## config.mk

```make
export PLATFORM = sky130hd
export DESIGN_NAME = ovl_increment_multi
export DESIGN_NICKNAME = d
export VERILOG_FILES = /design/src/rtl/ovl_increment_multi.sv
export SDC_FILE = /design/constraint.sdc
export NUM_CORES = 1
export LEC_CHECK = 0
export ABC_AREA = 1
export ABC_CLOCK_PERIOD_IN_PS = 1800
export BUFFER_PORTS_ARGS = -buffer_cell sky130_fd_sc_hd__clkbuf_2
export CORE_AREA = 2 2 47 49
export DETAILED_ROUTE_END_ITERATION = 12
export DIE_AREA = 0 0 49 51
export PLACE_DENSITY = 0.75
export SLEW_MARGIN = 25
export SYNTH_ARGS = -nofsm -noshare
export SYNTH_HDL_FRONTEND = slang
export SYNTH_SLANG_ARGS = --single-unit
```

## constraint.sdc

```tcl
create_clock -name clock -period 1.8 [get_ports clock]
set_clock_uncertainty 0.05 [all_clocks]
set_input_delay 0.27 -clock clock [delete_from_list [all_inputs] [get_ports clock]]
set_output_delay 0.27 -clock clock [all_outputs]
set_load 0.01 [all_outputs]
```

## src/rtl/ovl_increment_multi.sv

```systemverilog
// Multi-channel increment checker: flags any change of a channel expression whose
// modular delta lies outside [min_inc, max_inc]. Optional counter: OVL_INCR_ERR_COUNT_EN.
module ovl_increment_multi #(
    parameter int width     = 4,
    parameter int channels  = 2,
    parameter int min_inc   = 1,
    parameter int max_inc   = 1,
    parameter int wrap_mode = 0
) (
    input  logic                        clock,
    input  logic                        reset,
    input  logic                        enable,
    input  logic [channels*width-1:0]   test_expr,
    output logic [channels-1:0]         fire,
    output logic                        fire_any,
    output logic [15:0]                 err_count
);

    localparam logic [width-1:0] MIN_L = width'(min_inc);
    localparam logic [width-1:0] MAX_L = width'(max_inc);

    logic [channels-1:0][width-1:0] prev;
    logic [channels-1:0]            armed;
    logic [channels-1:0]            viol;
    logic [width-1:0]               cur;
    logic [width-1:0]               delta;

    // Only an armed channel whose value actually changed is checked.
    always_comb begin
        viol  = '0;
        cur   = '0;
        delta = '0;
        for (int k = 0; k < channels; k++) begin
            cur   = test_expr[k*width +: width];
            delta = cur - prev[k];
            if (enable && armed[k] && (cur != prev[k])) begin
                viol[k] = (delta < MIN_L) || (delta > MAX_L) ||
                          ((wrap_mode == 0) && (cur < prev[k]));
            end
        end
    end

    always_ff @(posedge clock or posedge reset) begin
        if (reset) begin
            prev     <= '0;
            armed    <= '0;
            fire     <= '0;
            fire_any <= 1'b0;
        end else begin
            if (enable) begin
                prev  <= test_expr;
                armed <= '1;
            end else begin
                armed <= '0;
            end
            fire     <= viol;
            fire_any <= |viol;
        end
    end

`ifdef OVL_INCR_ERR_COUNT_EN
    logic [16:0] pop;
    logic [16:0] sum;

    // Sum kept one bit wider than the counter so saturation is detected, not wrapped.
    always_comb begin
        pop = '0;
        for (int k = 0; k < channels; k++) begin
            pop = pop + 17'(viol[k]);
        end
        sum = {1'b0, err_count} + pop;
    end

    always_ff @(posedge clock or posedge reset) begin
        if (reset) begin
            err_count <= '0;
        end else begin
            err_count <= sum[16] ? 16'hFFFF : sum[15:0];
        end
    end
`else
    assign err_count = 16'h0000;
`endif

endmodule

```

==> metrics.yaml <==
die:
  die_h_um: 51
  io_pins: 30
  dieArea_mm2: 0.002499
  core_mm2: 0.002063
  die_x_um: 49
  rows: 17
  initial_core_util: 0.4488
cts:
  htreeDepth: 1
  path_clk_slew_ns: 0.08
  clock_sinks: 12
  insertion_delay_ns: 0.28
  clockBufferDepth: 2
  clockRootBuffer: "clkbuf_4"
  cts_tree: "yes"
  cts_buffers: 3
  cts_setup_buffers: 0
synth:
  synthDistinctLibCells: 22
  yosysWarnings: 0
  netlist_instances: 122
  synth_top_area_frac: 0.3243
  synth-edff-count: 0
  yosys.cell_count.top_type: "nand2_1"
  postSynth.asyncResetShare: 1.000
  ys_seq_area_frac: 0.3243
  ys.flop_type: "dfrtp_1"
  yosys-top-cells-count: "nand2_1, inv_1, buf_4"
  ys_seq_elements: 12
  post-synth-top-area-cell: "dfrtp_1"
  syn_area_per_cell_um2: 7.589
  syn_area_um2: 925.9
  yosys-top-cells-area: "dfrtp_1, buf_4, ha_1, nand2_1, inv_1"
drt:
  wirelength_um: 1549
  wire_per_inst_um: 9.331
  antenna_left: 0
  detail_route.first_pass.iterations: 4
  drc: 0
  drtIter0Drc: 23
  drt-vias-per-instance: 4.349
  vias: 722
critical_path:
  cp.arrival_ns: 1.87
  crit_path_end_kind: "flop"
  rr_startpoint: "prev[4]$_DFFE_PP0P_"
  crit_path_max_fanout: 2
  required_ns: 1.92
  rrSetupSlack_ns: 0.06
  r2r_cells: 9
  start_kind: "flop"
  critPathKind: "flop to flop"
  r2r-end: "fire_any$_DFF_PP0_"
finish:
  finalInstanceArea_mm2: 0.001011
  n_antenna_cell: 0
  drive_gt1_frac: 0.1739
  num-nets-final: 160
  areaGrowthSynthToFinish_pct: 9.189
  finish.utilization: 0.4900
  fillers: 217
pwr:
  p_leak_uw: 0.0005919
  p_sw_uw: 243.2
  total_power_uw: 744.7
  p_clk_frac: 0.295
  combPwrFrac: 0.300
  p_seq_frac: 0.406
  p_per_area_mw_per_mm2: 736.6
  p_int_uw: 501.5
  irDropWorstVdd_uv: 512.4
  switching_share: 0.3265
hold_path:
  holdCritPathClass: "input pin to flop"
  hold_start: "test_expr[7]"
  hold_end: "prev[7]$_DFFE_PP0P_"
  holdPathStages: 3
global_route:
  first_global_vias: 667
  grt_pass1_wl_um: 2622
  grt_max_degree: 18
  antenna_found_initial: 0
  overflow: 0
  track_usage: 0.1365
timing:
  drv_slew: 0
  rsz0062_at_grt: "yes"
  hold_viol: 0
  finalCriticalPeriod_ns: 1.743
  fmax_ghz: 0.5736
  setup_violations: 0
  min_period_over_period: 0.9685
placed_design:
  hpwl_um: 1292
  place_area_um2: 959.7
  io_buffers: 13
  gp_congestion: 0.7733
status:
  status: "finished clean"
flow_run:
  cap_violations: 0
placed cells by master, fill, tap and decap left out:
cell           instances
a21oi_1                5
dfrtp_1               12
nand2_1               26
clkinv_1               1
o21bai_2               1
or2_0                  1
fa_1                   1
o21ai_0                4
ha_1                   7
clkbuf_4               3
nand4_1                1
o21ai_1                2
or2_1                  1
nor2_1                 6
inv_2                  1
clkbuf_2              13
nand2_2                1
inv_1                 22
conb_1                16
fa_2                   1
nor2_2                 1
nand3_1                7
ha_2                   1
dlygate4sd3_1          1
clkbuf_8               1
buf_4                  1
a41oi_1                1
layer usage:
layer  wire length, µm  GRT usage
met2               824     0.2534
met3                48    0.01754
met5                 0          0
met4                30    0.05714
met1               646     0.1586
registers in the layout, indices dropped and copies added, names as in the netlist:
| signal | cells |
|---|---|
| armed | 1 |
| fire | 2 |
| fire_any | 1 |
| prev | 8 |
critical path, stage by stage (launching register included):
cell and delay [ns]:
dfrtp_1 0.39, ha_2 0.19, fa_2 0.52, inv_1 0.04
nor2_1 0.08, nand2_1 0.07, nor2_1 0.10, nand3_1 0.07
nand2_1 0.08, nand2_1 0.05
layout make-up:
type	count	area [µm²]	share of cell area
Clock buffer	4	36.28	0.03589
Inverter	24	90.09	0.08911
Tap cell	28	35.03	0.03465
Sequential cell	12	300.3	0.2970
Timing Repair Buffer	15	82.58	0.08168
Multi-Input combinational cell	83	466.7	0.4616
power groups by stage:
stage	logic, µW	registers [µW]	clock network [µW]
finish	223	302	220
global route	258	305	229
CTS	224	302	223
detailed placement	221	308	0
global placement	209	307	0
floorplan	189	309	0
stage by stage:
step	setup WS [ns]	hold WS (ns)	instances	setup TNS, ns
after global routing	-0.05119	0.1714	166	-0.08753
after detailed placement	0.03001	0.2355	161	0
after CTS	0.07096	0.1639	166	0
after global placement	0.1042	0.2299	161	0
final	0.05670	0.1650	166	0
after floorplan	0.2034	0.08470	137	0
worst max path at each step:
stage                   startpoint                  to  slack, ns  cells past startpoint
2_1_floorplan  prev[4]$_DFFE_PP0P_  fire_any$_DFF_PP0_       0.20                      9
6_report       prev[4]$_DFFE_PP0P_  fire_any$_DFF_PP0_       0.06                      9
3_3_place_gp          test_expr[0]  fire_any$_DFF_PP0_       0.10                      9
3_5_place_dp          test_expr[4]  fire_any$_DFF_PP0_       0.03                     11
5_1_grt        prev[4]$_DFFE_PP0P_  fire_any$_DFF_PP0_      -0.05                      9
4_1_cts        prev[4]$_DFFE_PP0P_  fire_any$_DFF_PP0_       0.07                      9
timing repair:
| action | 4_1_cts | 5_1_grt |
|---|---|---|
| hold buffers | 1 | 0 |
| gates resized for setup | 0 | 2 |
| endpoints found under the setup margin | 0 | 2 |
| endpoints found under the hold margin | 12 | 0 |
logic make-up (layout without fill, tap and decap cells):
kind of cell               Yosys count  count (layout)  share of synthesized area
adders and majority gates           10              10                     0.1514
DFF                                 12              12                     0.3243
AOI/OAI and AO/OA                   13              13                    0.08108
buffers and inverters               42              43                     0.2378
and+or+nand+nor                     44              44                     0.2014
other                                1              16                   0.004050
Power figures use the tool's default switching activity.
